[src/rtl/sha256_block_hasher_pkg.sv]
// Shared SHA-256 types, round constants, initial hash value and round helper functions.
package sha256_block_hasher_pkg;

    typedef enum logic [1:0] {ST_IDLE, ST_COMPRESS, ST_ACCUM, ST_OUTPUT} state_e;

    typedef struct packed {
        logic [31:0] a, b, c, d, e, f, g, h;
    } work_vars_t;

    typedef logic [15:0][31:0] block_t;   // index 0 is message word 0
    typedef logic [7:0][31:0]  digest_t;  // index 0 is H0

    localparam logic [31:0] PAD_ONE = 32'h80000000;
    localparam logic [31:0] PAD_LEN = 32'h00000100;

    localparam work_vars_t IV = '{a: 32'h6a09e667, b: 32'hbb67ae85, c: 32'h3c6ef372, d: 32'ha54ff53a,
                                  e: 32'h510e527f, f: 32'h9b05688c, g: 32'h1f83d9ab, h: 32'h5be0cd19};

    localparam logic [31:0] K [64] = '{
        32'h428a2f98, 32'h71374491, 32'hb5c0fbcf, 32'he9b5dba5, 32'h3956c25b, 32'h59f111f1, 32'h923f82a4, 32'hab1c5ed5,
        32'hd807aa98, 32'h12835b01, 32'h243185be, 32'h550c7dc3, 32'h72be5d74, 32'h80deb1fe, 32'h9bdc06a7, 32'hc19bf174,
        32'he49b69c1, 32'hefbe4786, 32'h0fc19dc6, 32'h240ca1cc, 32'h2de92c6f, 32'h4a7484aa, 32'h5cb0a9dc, 32'h76f988da,
        32'h983e5152, 32'ha831c66d, 32'hb00327c8, 32'hbf597fc7, 32'hc6e00bf3, 32'hd5a79147, 32'h06ca6351, 32'h14292967,
        32'h27b70a85, 32'h2e1b2138, 32'h4d2c6dfc, 32'h53380d13, 32'h650a7354, 32'h766a0abb, 32'h81c2c92e, 32'h92722c85,
        32'ha2bfe8a1, 32'ha81a664b, 32'hc24b8b70, 32'hc76c51a3, 32'hd192e819, 32'hd6990624, 32'hf40e3585, 32'h106aa070,
        32'h19a4c116, 32'h1e376c08, 32'h2748774c, 32'h34b0bcb5, 32'h391c0cb3, 32'h4ed8aa4a, 32'h5b9cca4f, 32'h682e6ff3,
        32'h748f82ee, 32'h78a5636f, 32'h84c87814, 32'h8cc70208, 32'h90befffa, 32'ha4506ceb, 32'hbef9a3f7, 32'hc67178f2
    };

    function automatic logic [31:0] rotr(input logic [31:0] x, input int unsigned n);
        return (x >> n) | (x << (32 - n));
    endfunction

    function automatic logic [31:0] Sigma0(input logic [31:0] x);
        return rotr(x, 2) ^ rotr(x, 13) ^ rotr(x, 22);
    endfunction

    function automatic logic [31:0] Sigma1(input logic [31:0] x);
        return rotr(x, 6) ^ rotr(x, 11) ^ rotr(x, 25);
    endfunction

    function automatic logic [31:0] sigma0(input logic [31:0] x);
        return rotr(x, 7) ^ rotr(x, 18) ^ (x >> 3);
    endfunction

    function automatic logic [31:0] sigma1(input logic [31:0] x);
        return rotr(x, 17) ^ rotr(x, 19) ^ (x >> 10);
    endfunction

    function automatic logic [31:0] Ch(input logic [31:0] x, input logic [31:0] y, input logic [31:0] z);
        return (x & y) ^ (~x & z);
    endfunction

    function automatic logic [31:0] Maj(input logic [31:0] x, input logic [31:0] y, input logic [31:0] z);
        return (x & y) ^ (x & z) ^ (y & z);
    endfunction

    function automatic work_vars_t add_vars(input work_vars_t x, input work_vars_t y);
        work_vars_t r;
        r.a = x.a + y.a;  r.b = x.b + y.b;  r.c = x.c + y.c;  r.d = x.d + y.d;
        r.e = x.e + y.e;  r.f = x.f + y.f;  r.g = x.g + y.g;  r.h = x.h + y.h;
        return r;
    endfunction

    function automatic digest_t to_digest(input work_vars_t v);
        digest_t r;
        r[0] = v.a;  r[1] = v.b;  r[2] = v.c;  r[3] = v.d;
        r[4] = v.e;  r[5] = v.f;  r[6] = v.g;  r[7] = v.h;
        return r;
    endfunction

    // Second-pass block: 256-bit digest followed by SHA-256 padding for a 256-bit message.
    function automatic block_t pad_digest(input work_vars_t v);
        block_t r;
        r = '0;
        r[7:0] = to_digest(v);
        r[8]   = PAD_ONE;
        r[15]  = PAD_LEN;
        return r;
    endfunction

endpackage

[src/rtl/sha256_block_hasher_if.sv]
// Block-in / digest-out handshake bundle of the SHA-256 block hasher.
interface sha256_block_hasher_if;
    import sha256_block_hasher_pkg::*;

    logic    validIn;
    logic    readyOut;
    logic    firstBlockIn;
    logic    lastBlockIn;
    logic    doubleIn;
    block_t  blockIn;
    logic    validOut;
    logic    readyIn;
    digest_t hashOut;
    logic    busyOut;

    modport slave (
        input  validIn, firstBlockIn, lastBlockIn, doubleIn, blockIn, readyIn,
        output readyOut, validOut, hashOut, busyOut
    );

    modport master (
        output validIn, firstBlockIn, lastBlockIn, doubleIn, blockIn, readyIn,
        input  readyOut, validOut, hashOut, busyOut
    );
endinterface

[src/rtl/sha256_block_hasher_round.sv]
// One combinational SHA-256 round plus one step of the rolling 16-word message schedule.
module sha256_round
    import sha256_block_hasher_pkg::*;
(
    input  work_vars_t  vars_i,
    input  block_t      w_i,
    input  logic [31:0] k_i,
    output work_vars_t  vars_o,
    output block_t      w_o
);
    logic [31:0] t1;
    logic [31:0] t2;

    assign t1 = vars_i.h + Sigma1(vars_i.e) + Ch(vars_i.e, vars_i.f, vars_i.g) + k_i + w_i[0];
    assign t2 = Sigma0(vars_i.a) + Maj(vars_i.a, vars_i.b, vars_i.c);

    assign vars_o.a = t1 + t2;
    assign vars_o.b = vars_i.a;
    assign vars_o.c = vars_i.b;
    assign vars_o.d = vars_i.c;
    assign vars_o.e = vars_i.d + t1;
    assign vars_o.f = vars_i.e;
    assign vars_o.g = vars_i.f;
    assign vars_o.h = vars_i.g;

    // Window holds W[t..t+15]; shift down and append W[t+16].
    assign w_o = {sigma1(w_i[14]) + w_i[9] + sigma0(w_i[1]) + w_i[0], w_i[15:1]};
endmodule

[src/rtl/sha256_block_hasher.sv]
// SHA-256 block hasher: chains multi-block messages, ROUNDS_PER_CYCLE rounds per clock, optional double SHA.
module sha256_block_hasher
    import sha256_block_hasher_pkg::*;
#(
    parameter int ROUNDS_PER_CYCLE = 1,
    parameter int DOUBLE_HASH_EN   = 0
) (
    input logic                  clk,
    input logic                  resetN,
    sha256_block_hasher_if.slave bus
);
    if (ROUNDS_PER_CYCLE < 1 || ROUNDS_PER_CYCLE > 64 || (64 % ROUNDS_PER_CYCLE) != 0) begin : g_bad_rounds
        $error("ROUNDS_PER_CYCLE must divide 64");
    end

    localparam logic [6:0] LAST_ROUND = 7'(64 - ROUNDS_PER_CYCLE);
    localparam logic [6:0] STEP       = 7'(ROUNDS_PER_CYCLE);

    state_e     state_q, state_d;
    logic [6:0] round_q, round_d;
    work_vars_t vars_q, vars_d;
    work_vars_t h_q, h_d;
    block_t     w_q, w_d;
    logic       last_q, last_d;
    logic       double_q, double_d;
    logic       second_q, second_d;
    logic       valid_q, valid_d;
    digest_t    hash_q, hash_d;

    work_vars_t vars_rnd;
    block_t     w_rnd;
    work_vars_t sum;

    for (genvar i = 0; i < ROUNDS_PER_CYCLE; i++) begin : g_rnd
        work_vars_t v_in, v_out;
        block_t     w_in, w_out;
        logic [5:0] kidx;
        if (i == 0) begin : g_head
            assign v_in = vars_q;
            assign w_in = w_q;
        end else begin : g_link
            assign v_in = g_rnd[i-1].v_out;
            assign w_in = g_rnd[i-1].w_out;
        end
        assign kidx = 6'(round_q + 7'(i));
        sha256_round u_round (
            .vars_i (v_in),
            .w_i    (w_in),
            .k_i    (K[kidx]),
            .vars_o (v_out),
            .w_o    (w_out)
        );
    end

    assign vars_rnd = g_rnd[ROUNDS_PER_CYCLE-1].v_out;
    assign w_rnd    = g_rnd[ROUNDS_PER_CYCLE-1].w_out;
    assign sum      = add_vars(h_q, vars_q);

    always_comb begin
        state_d  = state_q;
        round_d  = round_q;
        vars_d   = vars_q;
        h_d      = h_q;
        w_d      = w_q;
        last_d   = last_q;
        double_d = double_q;
        second_d = second_q;
        valid_d  = valid_q;
        hash_d   = hash_q;
        unique case (state_q)
            ST_IDLE: begin
                if (bus.validIn) begin
                    w_d      = bus.blockIn;
                    last_d   = bus.lastBlockIn;
                    double_d = bus.lastBlockIn && bus.doubleIn && (DOUBLE_HASH_EN != 0);
                    second_d = 1'b0;
                    h_d      = bus.firstBlockIn ? IV : h_q;
                    vars_d   = bus.firstBlockIn ? IV : h_q;
                    round_d  = '0;
                    state_d  = ST_COMPRESS;
                end
            end
            ST_COMPRESS: begin
                vars_d = vars_rnd;
                w_d    = w_rnd;
                if (round_q == LAST_ROUND) state_d = ST_ACCUM;
                else                       round_d = round_q + STEP;
            end
            ST_ACCUM: begin
                if (!last_q) begin
                    h_d     = sum;
                    state_d = ST_IDLE;
                end else if (double_q && !second_q) begin
                    w_d      = pad_digest(sum);
                    vars_d   = IV;
                    h_d      = IV;
                    second_d = 1'b1;
                    round_d  = '0;
                    state_d  = ST_COMPRESS;
                end else begin
                    hash_d  = to_digest(sum);
                    valid_d = 1'b1;
                    state_d = ST_OUTPUT;
                end
            end
            ST_OUTPUT: begin
                if (bus.readyIn) begin
                    valid_d  = 1'b0;
                    h_d      = IV;
                    second_d = 1'b0;
                    state_d  = ST_IDLE;
                end
            end
            default: state_d = ST_IDLE;
        endcase
    end

    always_ff @(posedge clk) begin
        if (!resetN) begin
            state_q  <= ST_IDLE;
            valid_q  <= 1'b0;
            hash_q   <= '0;
            h_q      <= IV;
            last_q   <= 1'b0;
            double_q <= 1'b0;
            second_q <= 1'b0;
        end else begin
            state_q  <= state_d;
            valid_q  <= valid_d;
            hash_q   <= hash_d;
            h_q      <= h_d;
            last_q   <= last_d;
            double_q <= double_d;
            second_q <= second_d;
        end
    end

    always_ff @(posedge clk) begin
        round_q <= round_d;
        vars_q  <= vars_d;
        w_q     <= w_d;
    end

    assign bus.readyOut = resetN && (state_q == ST_IDLE);
    assign bus.busyOut  = (state_q != ST_IDLE);
    assign bus.validOut = valid_q;
    assign bus.hashOut  = hash_q;
endmodule

[src/flat_wrapper.sv]
// flat-port wrapper written by rule: the top's interface ports become plain ports
module sha256_block_hasher_flat import sha256_block_hasher_pkg::*;
#(
    parameter int ROUNDS_PER_CYCLE = 1,
    parameter int DOUBLE_HASH_EN   = 0
)
  (clk, resetN, bus_validIn, bus_firstBlockIn, bus_lastBlockIn, bus_doubleIn, bus_blockIn, bus_readyIn, bus_readyOut, bus_validOut, bus_hashOut, bus_busyOut);
  sha256_block_hasher_if bus_i ();
  input logic clk;
  input logic resetN;
  input wire logic [$bits(bus_i.validIn)-1:0] bus_validIn;
  input wire logic [$bits(bus_i.firstBlockIn)-1:0] bus_firstBlockIn;
  input wire logic [$bits(bus_i.lastBlockIn)-1:0] bus_lastBlockIn;
  input wire logic [$bits(bus_i.doubleIn)-1:0] bus_doubleIn;
  input wire logic [$bits(bus_i.blockIn)-1:0] bus_blockIn;
  input wire logic [$bits(bus_i.readyIn)-1:0] bus_readyIn;
  output wire logic [$bits(bus_i.readyOut)-1:0] bus_readyOut;
  output wire logic [$bits(bus_i.validOut)-1:0] bus_validOut;
  output wire logic [$bits(bus_i.hashOut)-1:0] bus_hashOut;
  output wire logic [$bits(bus_i.busyOut)-1:0] bus_busyOut;
  assign bus_i.validIn = bus_validIn;
  assign bus_i.firstBlockIn = bus_firstBlockIn;
  assign bus_i.lastBlockIn = bus_lastBlockIn;
  assign bus_i.doubleIn = bus_doubleIn;
  assign bus_i.blockIn = bus_blockIn;
  assign bus_i.readyIn = bus_readyIn;
  assign bus_readyOut = bus_i.readyOut;
  assign bus_validOut = bus_i.validOut;
  assign bus_hashOut = bus_i.hashOut;
  assign bus_busyOut = bus_i.busyOut;
  sha256_block_hasher #(.ROUNDS_PER_CYCLE(ROUNDS_PER_CYCLE), .DOUBLE_HASH_EN(DOUBLE_HASH_EN)) u_core (.clk(clk), .resetN(resetN), .bus(bus_i));
endmodule
[config.mk]
export PLATFORM = sky130hd
export DESIGN_NAME = sha256_block_hasher_flat
export DESIGN_NICKNAME = d
export VERILOG_FILES = /design/src/rtl/sha256_block_hasher_pkg.sv /design/src/rtl/sha256_block_hasher_if.sv /design/src/rtl/sha256_block_hasher_round.sv /design/src/rtl/sha256_block_hasher.sv /design/src/flat_wrapper.sv
export SDC_FILE = /design/constraint.sdc
export NUM_CORES = 2
export LEC_CHECK = 0
export BUFFER_PORTS_ARGS = -buffer_cell sky130_fd_sc_hd__buf_2
export CAP_MARGIN = 20
export CORE_UTILIZATION = 40
export DETAILED_ROUTE_END_ITERATION = 10
export HOLD_SLACK_MARGIN = 0.1
export PLACE_DENSITY = 0.65
export SLEW_MARGIN = 20
export SYNTH_ARGS = -nofsm -noshare
export SYNTH_HDL_FRONTEND = slang
export SYNTH_HIERARCHICAL = 1
export SYNTH_SLANG_ARGS = --single-unit
[constraint.sdc]
create_clock -name clk -period 61.4 [get_ports clk]
set_input_delay 12.28 -clock clk [delete_from_list [all_inputs] [get_ports clk]]
set_output_delay 12.28 -clock clk [all_outputs]
set_load 0.01 [all_outputs]
### Word level (Yosys, flattened, before mapping)

Memories as Yosys holds them, arrays and structs flattened.
Index checks and enable logic that the tools add are counted.

| storage, ports and cells | value |
|---|---|
| bits in registers | 1291 |
| bits in read-only memories | 2048 |
| output and inout bits | 259 |
| memories | 1 |

Memory list:

| name | depth | bits a word | read ports | clocked after Yosys merged registers in | wr ports | line | source |
|---|---|---|---|---|---|---|---|
| (no name shown) | 64 | 32 | 1 | 0 | 0 | sha256_block_hasher.sv:49 | `.k_i (K[kidx]),` |

| cells by class | value |
|---|---|
| add/sub/neg operators | 19 |
| order comparisons | 1 |
| eq/ne operators | 10 |
| mux-type cells | 21 |
| bitwise logic cells | 29 |
| reductions and logical operators | 13 |

Operators by type and width:

| cell | count |
|---|---|
| two-way mux 256 bit | 4 |
| one-hot mux 512 bit (2 select lines) | 1 |
| one-hot mux 256 bit (3 select lines) | 1 |
| adder 32 bit | 18 |
| two-way mux 512 bit | 1 |
| one-hot mux 256 bit (2 select lines) | 1 |
| XOR 32 bit | 9 |
| bitwise AND 32 bit | 5 |
| two-way mux 32 bit | 2 |
| NOT 32 bit | 1 |
| bitwise OR 10 x 32 -> 32 bit | 1 |
| bitwise OR 13 x 32 -> 32 bit | 1 |
| bitwise OR 14 x 32 -> 32 bit | 1 |
| bitwise OR 15 x 32 -> 32 bit | 1 |
| bitwise OR 19 x 32 -> 32 bit | 1 |
| bitwise OR 21 x 32 -> 32 bit | 1 |
| bitwise OR 25 x 32 -> 32 bit | 1 |
| bitwise OR 26 x 32 -> 32 bit | 1 |
| bitwise OR 30 x 32 -> 32 bit | 1 |
| bitwise OR 7 x 32 -> 32 bit | 1 |
| XOR 32 x 22 -> 32 bit | 1 |
| XOR 32 x 29 -> 32 bit | 1 |
| two-way mux 7 bit | 2 |
| one-hot mux 7 bit (2 select lines) | 1 |
| 21 further kinds | 35 |

### Depth between registers and ports, before layout

| logic depth | value |
|---|---|
| depth in word-level cells | 9 |
| depth in mapped cells | 43 |
| gate-level depth less buffers | 41 |

### Modules after synthesis

Netlist, hierarchy kept.

By module, submodules not included:

| module | instances | cells an instance | area an instance (um^2) | sequential area each (um^2) |
|---|---|---|---|---|
| sha256_block_hasher | 1 | 7446 | 65696.8 | 33602.2 |
| sha256_round | 1 | 2403 | 19007.0 | 0.0 |

### Worst setup path before layout

No wires, ideal clock.

| timing path | value |
|---|---|
| path kind | input port to flip-flop |
| start point | in bus_validIn |
| end point | reg u_core.vars_q (netlist bit u_core/g_rnd[0].v_in[0]) (enable) |
| arrival time | 44.071 ns |
| data required time | 59.482 ns |
| path slack | 15.411 ns |
| cell stages on the path | 2 |
| path buffers | 0 |
| cells stage by stage | nor2_1 -> nor2_1 |

| on the way | value |
|---|---|
| cells in the longest elaborated chain, start to end | 2 |

Ends and longest elaborated chain:

| what | line | source |
|---|---|---|
| start, declared | flat_wrapper.sv:11 | `input wire logic [$bits(bus_i.validIn)-1:0] bus_validIn;` |
| inequality test 2 bit (no source line) | - |  |
| AND reduction 4 bit (no source line) | - |  |
| end signal, assigned | sha256_block_hasher.sv:140 | `vars_q <= vars_d;` |
| end, declared | sha256_block_hasher.sv:21 | `work_vars_t vars_q, vars_d;` |

Every way passes these cells.
A chain may end at the register's enable or synchronous reset.

### Worst setup path in the final report

| timing path | value |
|---|---|
| start point | in resetN |
| end point | out bus_readyOut |

| on the way | value |
|---|---|
| cells in the longest elaborated chain, start to end | 1 |

Ends and longest elaborated chain:

| what | line | source |
|---|---|---|
| start, declared | flat_wrapper.sv:10 | `input logic resetN;` |
| logical AND 1 bit | sha256_block_hasher.sv:144 | `assign bus.readyOut = resetN && (state_q == ST_IDLE);` |
| end, declared | flat_wrapper.sv:17 | `output wire logic [$bits(bus_i.readyOut)-1:0] bus_readyOut;` |

Every way passes these cells.

==> impl_metrics.env <==
export IMPL_outcome="finished clean"
export IMPL_remaining_drc_errors=0
export IMPL_timing_final_crit_share_pct=40.97
export IMPL_post_synth_top_area_cell="edfxtp_1"
export IMPL_numPortBuffers=776
export IMPL_worstSkewPairLatency_ps=860
export IMPL_htreeDepth=4
export IMPL_cts_resized=0
export IMPL_wire_per_inst_um=25.30
export IMPL_yosysWarningCount=6
export IMPL_rsz0062_at_grt="no"
export IMPL_cts_sinks=1291
export IMPL_start_util_pct=40.34
export IMPL_core_area_mm2=0.2100
export IMPL_crit_required_ps=49120
export IMPL_chipHeight_um=462.2
export IMPL_synth_flop_cell="edfxtp_1"
export IMPL_final_common_cell="nand2_1"
export IMPL_postRouteAntennaNets=0
export IMPL_grt_pass1_wl_mm=452.2
export IMPL_dp_slack_ps=36250
export IMPL_gp_congestion=0.9786
export IMPL_cts_tree="built"
export IMPL_cts_buffers=150
export IMPL_synth_area_per_cell_um2=8.600
export IMPL_drt_initial_drc_count=8603
export IMPL_fin_crit_ps=25150
export IMPL_cap_violations=0
export IMPL_cts_root_buffer="clkbuf_16"
export IMPL_synth_top_area_share_pct=27.47
export IMPL_io_pins=778
export IMPL_cts_setup_buffers=0
export IMPL_area_delta_synth_final_pct=7.727
export IMPL_path_cells="buf_4 > inv_8 > nor2_1 > buf_2"
export IMPL_ys_seq_area_share_pct=39.67
export IMPL_viasPerCell=5.572
export IMPL_dp_hpwl_mm=245.3
export IMPL_synth_edf_count=775
export IMPL_drive_above_1_share_pct=11.87
export IMPL_hold_violations=0
export IMPL_worstPathMaxFanout=21
export IMPL_cts_hold_buf=0
export IMPL_die_x_um=462.2
export IMPL_antenna_found_initial=54
export IMPL_num_vias=70630
export IMPL_worst_slack_ps=36250
export IMPL_relSlewSlack_pct=24.36
export IMPL_path_clk_slew_ps=60
export IMPL_finalSetupTns_ps=0
export IMPL_rows=168
export IMPL_fmax_ghz=0.03976
export IMPL_tightest_slew_ps=1135
export IMPL_final_util_pct=43.45
export IMPL_crit_path_start_kind="input pin"
export IMPL_cp_end_kind="output pin"
export IMPL_ys_ff_latch=1291
export IMPL_dieArea_mm2=0.2136
export IMPL_skew_ps=58.63
export IMPL_mostFrequentLayoutCells="nand2_1, edfxtp_1, buf_2, a21oi_1, dfxtp_1"
export IMPL_hold_path_class="flop to flop"
export IMPL_grt_max_degree=211
export IMPL_synth_area_leaders="edfxtp_1, nand2_1, dfxtp_1"
export IMPL_syn_nets=10950
export IMPL_setup_viol=0
export IMPL_synth_area_mm2=0.08470
export IMPL_path_class="input pin to output pin"
export IMPL_clockBufferDepth=3
export IMPL_cp_arrival_ps=12870
export IMPL_postSynthCellCount=9849
export IMPL_drv_slew=0
export IMPL_gr_total_overflow=0
export IMPL_first_pass_iters=6
export IMPL_async_flop_share_pct=0
export IMPL_synth_distinct_cells=110
export IMPL_wirelength_mm=320.7
export IMPL_crit_slowest_cell="inv_8"
export IMPL_grt_usage_pct=28.98
export IMPL_nNetsFinal=10820
export IMPL_slowest_delay_ps=210
export IMPL_grt_pass1_vias=65530
## layout make-up
cell class | instances | area, um^2
inverters | 486 | 1832
diodes | 27 | 67.56
flip-flops and latches | 1291 | 33600
repair buffers | 871 | 4652
clock inverters | 84 | 930.9
multi-input cells | 6918 | 42510
fillers | 20690 | 118700
clock buffers | 195 | 4140
well taps | 2805 | 3510
## through the flow
step / instance area (um^2) / cells / hold slack (ps)
3_5_place_dp: 86090 / 12370 / 444.7
6_report: 91250 / 12680 / 450.3
4_1_cts: 91160 / 12650 / 452.2
5_1_grt: 91230 / 12670 / 465.7
2_1_floorplan: 84700 / 9849 / 442.9
3_3_place_gp: 86090 / 12370 / 440.5
## Yosys cell counts (12+ instances only)
cell	number
a22o_1	42
o22a_1	43
o31ai_1	25
o21ai_1	53
o21ai_0	405
and2_1	18
inv_1	483
o211ai_1	38
o22ai_1	72
ha_1	389
o221ai_1	17
fa_1	195
nor2_1	400
mux2i_1	28
buf_1	35
nor2b_1	32
nor3_1	79
a21o_1	231
a22oi_1	52
edfxtp_1	775
a31oi_1	59
nand2_1	2756
o21bai_1	47
nand3_1	103
dfxtp_1	516
a21boi_0	13
nand4_1	40
nand3b_1	123
buf_4	672
a211oi_1	63
nand2b_1	49
a21oi_1	609
and3_1	41
o21a_1	35
or3_1	20
a311oi_1	12
clkbuf_1	445
xnor2_1	370
xor2_1	225
## per-layer routing
metal | vias up | GRT usage, % | wire length (um)
li1 | 32490 | - | -
met1 | 34220 | 39.99 | 136300
met2 | 3343 | 43.99 | 141200
met3 | 542 | 6.074 | 29270
met4 | 34 | 11.65 | 13810
met5 | - | 0 | 196
## cells by family (layout without fill, tap and decap cells)
family,after synthesis,after routing,share of synthesized area (%)
muxes,41,41,0.5569
AOI/OAI and AO/OA,1966,1966,14.66
adders and majority gates,587,587,10.39
xor gates and xnor gates,598,598,6.234
other,0,27,0
and+or+nand+nor,3726,3726,18.23
buffers and inverters,1640,1636,10.26
DFF,1291,1291,39.67
## worst paths after layout
path                      startpoint                         to  slack (ps)  cells after the start
max                           resetN               bus_readyOut       36250                      4
min          u_core/bus.hashOut[128]    u_core/bus.hashOut[128]         450                      2
min reg2reg  u_core/bus.hashOut[128]    u_core/bus.hashOut[128]         450                      2
max reg2reg        u_core/round_q[0]  u_core/g_rnd[0].v_in[255]       50690                     37
## critical path, delay by kind of cell
kind,cells,cell delay (ps)
buf+inv,3,510
simple gates,1,80
## registers in the layout (all words and copies together), names as in the netlist
signal and cells:
u_core/round_q 7, u_core/state_q 2, u_core/bus.validOut 1, u_core/g_rnd.w_in 512, u_core/last_q 1, u_core/bus.hashOut 256
u_core/h_q 256, u_core/g_rnd.v_in 256
Power is not shown: default switching activity piles up to over one toggle a cycle in this logic, so the estimate is an artifact.
